--- src/rtl/opsel_if.sv ---
// Handshake and datapath bundle for the operand/writeback select stage.
// The master side drives requests; the slave side is the stage.
interface opsel_if #(
  parameter int WIDTH  = 16,
  parameter int NSRC   = 4,
  parameter int SEL_W  = 2,
  parameter int ADDR_W = 3
);
  logic                  in_valid;
  logic                  in_ready;
  logic [WIDTH-1:0]      inst;
  logic [WIDTH-1:0]      pc_1;
  logic [WIDTH-1:0]      a_data;
  logic [WIDTH-1:0]      b_data;
  logic [ADDR_W-1:0]     a_addr;
  logic [ADDR_W-1:0]     b_addr;
  logic                  ma;
  logic [1:0]            mb;
  logic [NSRC*WIDTH-1:0] wb_src;
  logic [SEL_W-1:0]      wb_sel;
  logic                  wb_en;
  logic [ADDR_W-1:0]     wb_addr;
  logic [WIDTH-1:0]      wb_data;
  logic                  out_valid;
  logic                  out_ready;
  logic [WIDTH-1:0]      out_a;
  logic [WIDTH-1:0]      out_b;
  logic                  sel_err;

  modport master (
    output in_valid, inst, pc_1,
    output a_data, b_data, a_addr, b_addr,
    output ma, mb, wb_src, wb_sel,
    output wb_en, wb_addr, out_ready,
    input  in_ready, wb_data, out_valid,
    input  out_a, out_b, sel_err
  );

  modport slave (
    input  in_valid, inst, pc_1,
    input  a_data, b_data, a_addr, b_addr,
    input  ma, mb, wb_src, wb_sel,
    input  wb_en, wb_addr, out_ready,
    output in_ready, wb_data, out_valid,
    output out_a, out_b, sel_err
  );
endinterface

--- src/rtl/opsel_pipe.sv ---
// Registered operand/writeback select stage with forwarding
// and a 2-entry skid buffer between decode and execute.
module opsel_pipe #(
  parameter int WIDTH  = 16,
  parameter int IMM_W  = 12,
  parameter int NSRC   = 4,
  parameter int SEL_W  = 2,
  parameter int ADDR_W = 3
) (
  input logic   clk,
  input logic   rst,
  opsel_if.slave bus
);

  logic [WIDTH-1:0] wb_word;
  logic             sel_bad;
  logic [WIDTH-1:0] zext;
  logic [WIDTH-1:0] sext;
  logic [WIDTH-1:0] reg_a;
  logic [WIDTH-1:0] reg_b;
  logic [WIDTH-1:0] op_a;
  logic [WIDTH-1:0] op_b;

  logic [WIDTH-1:0] h_a, h_b;
  logic [WIDTH-1:0] t_a, t_b;
  logic [1:0]       cnt;
  logic [1:0]       cnt_nxt;
  logic             rdy;
  logic             err;
  logic             acc;
  logic             emt;

  always_comb begin
    wb_word = '0;
    for (int k = 0; k < NSRC; k++) begin
      if (int'(bus.wb_sel) == k)
        wb_word = bus.wb_src[k*WIDTH +: WIDTH];
    end
  end

  assign sel_bad = bus.wb_en &&
                   (int'(bus.wb_sel) >= NSRC);

  always_comb begin
    zext = '0;
    zext[IMM_W-1:0] = bus.inst[IMM_W-1:0];
    sext = {WIDTH{bus.inst[IMM_W-1]}};
    sext[IMM_W-1:0] = bus.inst[IMM_W-1:0];
  end

  // Same-cycle writeback beats the stale register read.
  always_comb begin
    reg_a = bus.a_data;
    reg_b = bus.b_data;
    if (bus.wb_en && bus.wb_addr == bus.a_addr)
      reg_a = wb_word;
    if (bus.wb_en && bus.wb_addr == bus.b_addr)
      reg_b = wb_word;
  end

  always_comb begin
    op_a = bus.ma ? zext : reg_a;
    op_b = reg_b;
    unique case (bus.mb)
      2'b00: op_b = reg_b;
      2'b01: op_b = zext;
      2'b10: op_b = sext;
      2'b11: op_b = bus.pc_1;
    endcase
  end

  assign acc = bus.in_valid && rdy;
  assign emt = (cnt != 2'd0) && bus.out_ready;

  always_comb begin
    cnt_nxt = cnt;
    unique case (1'b1)
      acc && !emt: cnt_nxt = cnt + 2'd1;
      emt && !acc: cnt_nxt = cnt - 2'd1;
      default:     cnt_nxt = cnt;
    endcase
  end

  always_ff @(posedge clk) begin
    if (rst) begin
      cnt <= 2'd0;
      rdy <= 1'b1;
      err <= 1'b0;
      h_a <= '0;
      h_b <= '0;
      t_a <= '0;
      t_b <= '0;
    end else begin
      cnt <= cnt_nxt;
      rdy <= (cnt_nxt != 2'd2);
      if (sel_bad)
        err <= 1'b1;
      if (emt) begin
        h_a <= t_a;
        h_b <= t_b;
      end
      // The new entry lands at the head when the head slot is free.
      if (acc) begin
        if (cnt == 2'd0 || (cnt == 2'd1 && emt)) begin
          h_a <= op_a;
          h_b <= op_b;
        end else begin
          t_a <= op_a;
          t_b <= op_b;
        end
      end
    end
  end

  assign bus.wb_data   = wb_word;
  assign bus.in_ready  = rdy;
  assign bus.out_valid = (cnt != 2'd0);
  assign bus.out_a     = h_a;
  assign bus.out_b     = h_b;
  assign bus.sel_err   = err;

endmodule

--- src/flat_wrapper.sv ---
// flat-port wrapper written by rule: the top's interface ports become plain ports
module opsel_pipe_flat 
#(
  parameter int WIDTH  = 16,
  parameter int IMM_W  = 12,
  parameter int NSRC   = 4,
  parameter int SEL_W  = 2,
  parameter int ADDR_W = 3
)
  (clk, rst, bus_in_valid, bus_inst, bus_pc_1, bus_a_data, bus_b_data, bus_a_addr, bus_b_addr, bus_ma, bus_mb, bus_wb_src, bus_wb_sel, bus_wb_en, bus_wb_addr, bus_out_ready, bus_in_ready, bus_wb_data, bus_out_valid, bus_out_a, bus_out_b, bus_sel_err);
  opsel_if #(.WIDTH(WIDTH), .NSRC(NSRC), .SEL_W(SEL_W), .ADDR_W(ADDR_W)) bus_i ();
  input logic clk;
  input logic rst;
  input wire logic [$bits(bus_i.in_valid)-1:0] bus_in_valid;
  input wire logic [$bits(bus_i.inst)-1:0] bus_inst;
  input wire logic [$bits(bus_i.pc_1)-1:0] bus_pc_1;
  input wire logic [$bits(bus_i.a_data)-1:0] bus_a_data;
  input wire logic [$bits(bus_i.b_data)-1:0] bus_b_data;
  input wire logic [$bits(bus_i.a_addr)-1:0] bus_a_addr;
  input wire logic [$bits(bus_i.b_addr)-1:0] bus_b_addr;
  input wire logic [$bits(bus_i.ma)-1:0] bus_ma;
  input wire logic [$bits(bus_i.mb)-1:0] bus_mb;
  input wire logic [$bits(bus_i.wb_src)-1:0] bus_wb_src;
  input wire logic [$bits(bus_i.wb_sel)-1:0] bus_wb_sel;
  input wire logic [$bits(bus_i.wb_en)-1:0] bus_wb_en;
  input wire logic [$bits(bus_i.wb_addr)-1:0] bus_wb_addr;
  input wire logic [$bits(bus_i.out_ready)-1:0] bus_out_ready;
  output wire logic [$bits(bus_i.in_ready)-1:0] bus_in_ready;
  output wire logic [$bits(bus_i.wb_data)-1:0] bus_wb_data;
  output wire logic [$bits(bus_i.out_valid)-1:0] bus_out_valid;
  output wire logic [$bits(bus_i.out_a)-1:0] bus_out_a;
  output wire logic [$bits(bus_i.out_b)-1:0] bus_out_b;
  output wire logic [$bits(bus_i.sel_err)-1:0] bus_sel_err;
  assign bus_i.in_valid = bus_in_valid;
  assign bus_i.inst = bus_inst;
  assign bus_i.pc_1 = bus_pc_1;
  assign bus_i.a_data = bus_a_data;
  assign bus_i.b_data = bus_b_data;
  assign bus_i.a_addr = bus_a_addr;
  assign bus_i.b_addr = bus_b_addr;
  assign bus_i.ma = bus_ma;
  assign bus_i.mb = bus_mb;
  assign bus_i.wb_src = bus_wb_src;
  assign bus_i.wb_sel = bus_wb_sel;
  assign bus_i.wb_en = bus_wb_en;
  assign bus_i.wb_addr = bus_wb_addr;
  assign bus_i.out_ready = bus_out_ready;
  assign bus_in_ready = bus_i.in_ready;
  assign bus_wb_data = bus_i.wb_data;
  assign bus_out_valid = bus_i.out_valid;
  assign bus_out_a = bus_i.out_a;
  assign bus_out_b = bus_i.out_b;
  assign bus_sel_err = bus_i.sel_err;
  opsel_pipe #(.WIDTH(WIDTH), .IMM_W(IMM_W), .NSRC(NSRC), .SEL_W(SEL_W), .ADDR_W(ADDR_W)) u_core (.clk(clk), .rst(rst), .bus(bus_i));
endmodule
--- config.mk ---
export PLATFORM = sky130hd
export DESIGN_NAME = opsel_pipe_flat
export DESIGN_NICKNAME = d
export VERILOG_FILES = /design/src/rtl/opsel_if.sv /design/src/rtl/opsel_pipe.sv /design/src/flat_wrapper.sv
export SDC_FILE = /design/constraint.sdc
export NUM_CORES = 1
export LEC_CHECK = 0
export CAP_MARGIN = 5
export CORE_AREA = 10 10 107 109
export CTS_BUF_LIST = sky130_fd_sc_hd__clkbuf_4
export CTS_CLUSTER_SIZE = 28
export DETAILED_ROUTE_END_ITERATION = 6
export DIE_AREA = 0 0 117 119
export GPL_TIMING_DRIVEN = 0
export PLACE_DENSITY = 0.93
export SYNTH_ARGS = -nofsm -noshare
export SYNTH_HDL_FRONTEND = slang
export SYNTH_SLANG_ARGS = --single-unit
export TNS_END_PERCENT = 100
--- constraint.sdc ---
create_clock -name clk -period 3.8 [get_ports clk]
set_input_delay 0.57 -clock clk [delete_from_list [all_inputs] [get_ports clk]]
set_output_delay 0.57 -clock clk [all_outputs]
set_load 0.01 [all_outputs]
# Word level (Yosys, flattened, before mapping)
# Index checks and enable logic that the tools add are counted.
[word_totals] regBits=67 inputBits=147 out_inout_bits=51 wordCells=49
[op_classes] n_addsub=2 eq_ne=10 mux=15 bitwise=1 reduce_logical=15
[ops] operator="16-bit 2-to-1 mux" count=13
[ops] operator="16-bit one-hot mux with 4 select lines" count=1
[ops] operator="2-bit == test, second input constant" count=4
[ops] operator="1-bit logical AND" count=7
[ops] operator="2-bit by 1-bit == test with 1-bit output, second input constant" count=3
[ops] operator="3-bit == test" count=2
[ops] operator="2-bit zero test" count=3
[ops] operator="2-bit one-hot mux with 2 select lines" count=1
[ops] operator="2-bit by 1-bit adder with 2-bit output, second input constant" count=1
[ops] operator="1-bit zero test" count=2
[ops] operator="2-bit != test, second input constant" count=1
[ops] operator="2-bit AND reduction" count=1
[ops] operator="2-bit nonzero test" count=1
[ops] operator="2-bit by 1-bit subtractor with 2-bit output, second input constant" count=1
[ops] operator="1-bit logical OR" count=1
[ops] operator="1-bit inverter" count=1

# Longest topological paths before layout
[logic_depth] depth_word=9 ltp_mapped=11 ltp_nobuf=9

# Least setup slack after synthesis
# OpenSTA, ideal clock, no wires.
[synth_timing] path_kind="input to register" from="input bus_wb_sel[0]" to="register u_core.h_a[10], in the netlist u_core.bus.out_a[10]" setup_time_ns=0.132 arrival_time_ns=1.888 required_ns=3.668 setup_slack_ns=1.779 path_stages=6 n_path_buf=2 path_cell_list="buf_6 > buf_12 > mux4_2 > mux2_2 > mux2i_1 > a21oi_1"
[synth_via] elab_chain_cells=9 word_cells_on_any_way=12 classes_between="eq/ne (3); mux (8); reduce/logical (1)"
[synth_rtl] item="from (decl)" line_no="flat_wrapper.sv:24" rtl="input wire logic [$bits(bus_i.wb_sel)-1:0] bus_wb_sel;"
[synth_rtl] item="2-bit zero test" line_no="opsel_pipe.sv:36" rtl="if (int'(bus.wb_sel) == k)"
[synth_rtl] item="16-bit 2-to-1 mux (3 in series)" line_no="opsel_pipe.sv:36"
[synth_rtl] item="16-bit 2-to-1 mux (*)" line_no="opsel_pipe.sv:36"
[synth_rtl] item="net bus_wb_data[10]" line_no="flat_wrapper.sv:29" rtl="output wire logic [$bits(bus_i.wb_data)-1:0] bus_wb_data;"
[synth_rtl] item="16-bit 2-to-1 mux (*)" line_no="opsel_pipe.sv:55" rtl="if (bus.wb_en && bus.wb_addr == bus.a_addr)"
[synth_rtl] item="16-bit 2-to-1 mux (*)" line_no="opsel_pipe.sv:62" rtl="op_a = bus.ma ? zext : reg_a;"
[synth_rtl] item="16-bit 2-to-1 mux (*)" line_no="opsel_pipe.sv:104" rtl="if (cnt == 2'd0 || (cnt == 2'd1 && emt)) begin"
[synth_rtl] item="16-bit 2-to-1 mux (*)" line_no="opsel_pipe.sv:103" rtl="if (acc) begin"
[synth_rtl] item="to (signal assigned)" line_no="opsel_pipe.sv:99" rtl="h_a <= t_a;"
[synth_rtl] item="to (signal assigned)" line_no="opsel_pipe.sv:105" rtl="h_a <= op_a;"
[synth_rtl] item="to (decl)" line_no="opsel_pipe.sv:24" rtl="logic [WIDTH-1:0] h_a, h_b;"
# Mark *: on every way through the listed nets, which the timed path passes. The rest lies on a longest branch.
# A chain may end at the register's enable or synchronous reset.

# Worst setup path after layout
[layout_timing] from="input bus_wb_src[36]" to="output bus_wb_data[4]"
[layout_via] elab_chain_cells=2
[layout_rtl] item="from (decl)" line_no="flat_wrapper.sv:23" rtl="input wire logic [$bits(bus_i.wb_src)-1:0] bus_wb_src;"
[layout_rtl] item="16-bit 2-to-1 mux (2 in series)" line_no="opsel_pipe.sv:36"
[layout_rtl] item="to (decl)" line_no="flat_wrapper.sv:29"
# Every way passes these cells.

==> run metrics <==
outcome=completed; area leader, netlist=dfxtp_1; largest net degree at the start of global routing=11; Post-synth EDFFs=0; syn avg cell area=~9.1 sq um; Worst VDD drop=0.2509 mV; Post-CTS Setup Bufs=0; Synth area leaders=dfxtp_1 33%, mux2_2 12%, nand2_1 7.9%; share of the synthesized area in the top cell type=about a third; CP Class=primary input to primary output; die span in x=around 120 um; post-placement cell area=roughly 0.006 sq mm; drt via density=about 6.1; critical path capture point type=primary output; CTS Root Cell=clkbuf_4; H-Tree Level Count=3; fin area=0.006215 sq mm; Initial DRC Count=about 370; area of the core=around 0.0095 sq mm; R2R depth=10; Via Count=4,687; Async SR Flop Fraction=0%; Hold Path Stages=2; Max-Cap Viols=0; Worst path top cell family by delay=buffers and inverters; Rows=36; syn nets=between 500 and 600; Pwr Density=~500 mW/mm^2; TritonCTS clock tree=yes; Area Overhead vs Synth=52.97%; final hold violation count=0; Total Neg Setup Slack=0 ps; Synth Cell Area=between 0.004 and 0.005 sq mm; Pre-Repair DR Iteration Count=5; first-pass GRT wire length=roughly 26,000 um; initial antenna violation count=1; Worst Tran Pin Value=approximately 850 ps; fraction of final layout cells sized beyond drive strength 1=16.18%; hpwl dp=between 10,000 and 15,000 um; commonest cells in the netlist=85 x nand2_1, 67 x dfxtp_1, 43 x mux2_2; All-Layer GR Usage=between 20% and 30%; Worst setup SP type=primary input; RSZ-0062 raised after global routing=no; Port Buffers=approximately 190; Worst Hold Class=flop to flop; Worst path depth=3; max incr delay on CP=between 600 and 700 ps; starting density of the core=between 40 and 50%; Final Setup Violations=0; Antenna Nets Post-Route=0; Final nets=between 700 and 800; Die Y=119 um; DIE AREA=between 0.01 and 0.015 sq mm; min cycle time layout=2730 ps; DRT Wirelength=17,410 um; GR Overflow Total=0; Post-CTS Resized=0; FILL cells=741; sequential area share after synthesis=roughly 33%; critical path required time=approximately 3200 ps; Routed WL per cell=22.78 um; Achievable Freq=between 0.3 and 0.4 GHz; Crit Path Max Fanout=3; most used cell, CP=clkdlybuf4s50_1; #FFs+latches synth=67; IO Count=~200; top_reg_cell synth=dfxtp_1; Worst Skew=between 10 and 15 ps; CTS clk-pin slew, worst paths=about 100 ps; Netlist cell types=34; CTS buffer count=9; GP Congestion=0.9386; Cells after Synth=446; insertion delay to the later sink of the worst-skew pair=between 400 and 500 ps; Max stage delay cell, worst path=mux4_1; count leader, synth=nand2_1; max-slew violations=0; WP data arrival=approximately 2200 ps; Rel. slew slack=between 40% and 50%; Buf+Inv Stages, Crit Path=2; Clock Tree Buf Depth=2; synth warn=0; hold_buf cts=0; vias in the first global route=between 4,000 and 5,000; DRC Markers=0; Lkg Pwr=between 2 and 2.5 nW; critical path cell sequence=clkdlybuf4s50_1, mux4_1, clkdlybuf4s50_1; clock sink count=67; final worst path period share=71.85%
[state kept, by name, indices dropped and copies added (netlist names)]
name                 count
u_core.t_b              16
u_core.t_a              16
u_core.bus.in_ready      1
u_core.cnt               2
u_core.bus.out_a        16
u_core.bus.out_b        16
[cell type report]
class | instances | area [sq um] | area share, %
Multi-Input combinational cell | 335 | 2512 | 40.43
Timing Repair Buffer | 188 | 1882 | 30.28
Sequential cell | 67 | 1341 | 21.58
Buffer | 38 | 186.4 | 3.000
Tap cell | 114 | 142.6 | 2.295
Clock buffer | 11 | 82.58 | 1.329
Clock inverter | 4 | 42.54 | 0.6845
Inverter | 6 | 22.52 | 0.3624
Antenna cell | 1 | 2.502 | 0.04027
[cells in the final DEF (no fill, tap or decap), types with 2 or more instances in the layout]
cell type and instances:
clkdlybuf4s50_1 188, nand2_1 85, dfxtp_1 67, mux2_2 43, clkbuf_1 28, a31o_2 28
nor2_1 26, a311oi_1 20, a21oi_1 18, a22oi_1 16, a31oi_1 16, mux2i_1 12
nand3b_1 12, clkbuf_4 11, mux4_2 10, o21ai_1 10, mux4_1 6, xnor2_1 6
o21ai_0 6, inv_1 5, buf_2 4, nor2b_1 4, and2_1 4, ha_1 4
buf_6 2, nand4_1 2, buf_4 2, a211oi_1 2, clkinv_1 2
[worst register-to-register path, cell delays in order (launching register included)]
cell	delay (ps)
dfxtp_1	380
inv_1	60
ha_1	220
nor2b_1	110
clkbuf_1	280
clkbuf_1	440
ha_1	270
nor2b_1	160
a211oi_1	70
a211oi_1	240
nand2_1	80
[worst paths after layout]
path / startpoint / to / slack [ps]
min reg2reg: u_core.t_a[10] / u_core.t_a[10] / 490
max reg2reg: u_core.cnt[0] / u_core.bus.in_ready / 1390
min: u_core.t_a[10] / u_core.t_a[10] / 490
max: bus_wb_src[36] / bus_wb_data[4] / 1070
[report_power, final]
part / switching, mW / internal (mW) / leakage, nW
combinational: 0.840 / 0.776 / 1.61
clock: 0.248 / 0.207 / 0.0718
sequential: 0.139 / 0.942 / 0.550
total: 1.23 / 1.92 / 2.23
[through the flow]
step / utilization [%] / power [mW] / hold slack [ps] / instances / setup slack [ps]
final: 65.70 / 3.151 / 491.5 / 764 / 1070
after global routing: 65.70 / 3.319 / 510.8 / 764 / 1013
after CTS: 65.67 / 3.127 / 486.5 / 763 / 1070
after detailed placement: 64.35 / 2.687 / 470.3 / 748 / 916.4
after global placement: 64.35 / 2.618 / 466.0 / 748 / 959.1
after floorplan: - / 1.911 / 456.2 / 446 / 1779
[cell families (layout without fill, tap and decap cells)]
kind of cell,Yosys count,after routing,synth area share (%)
and+or+nand+nor,136,136,14.41
other,1,2,0.09230
buffers and inverters,44,247,5.143
adders and majority gates,4,4,1.232
DFF,67,67,33.02
xor gates and xnor gates,6,6,1.293
AOI/OAI and AO/OA,117,117,20.51
muxes,71,71,24.30
[routing by layer]
layer  global-route usage (%)  share of wire (%)  up-vias
met5                        0                  0        -
met2                    40.24                 47      356
li1                         -                  -     2061
met4                    9.428                3.5        0
met1                    26.50                 36     2210
met3                    9.990                 14       60
(Power assumes the default switching activity.)
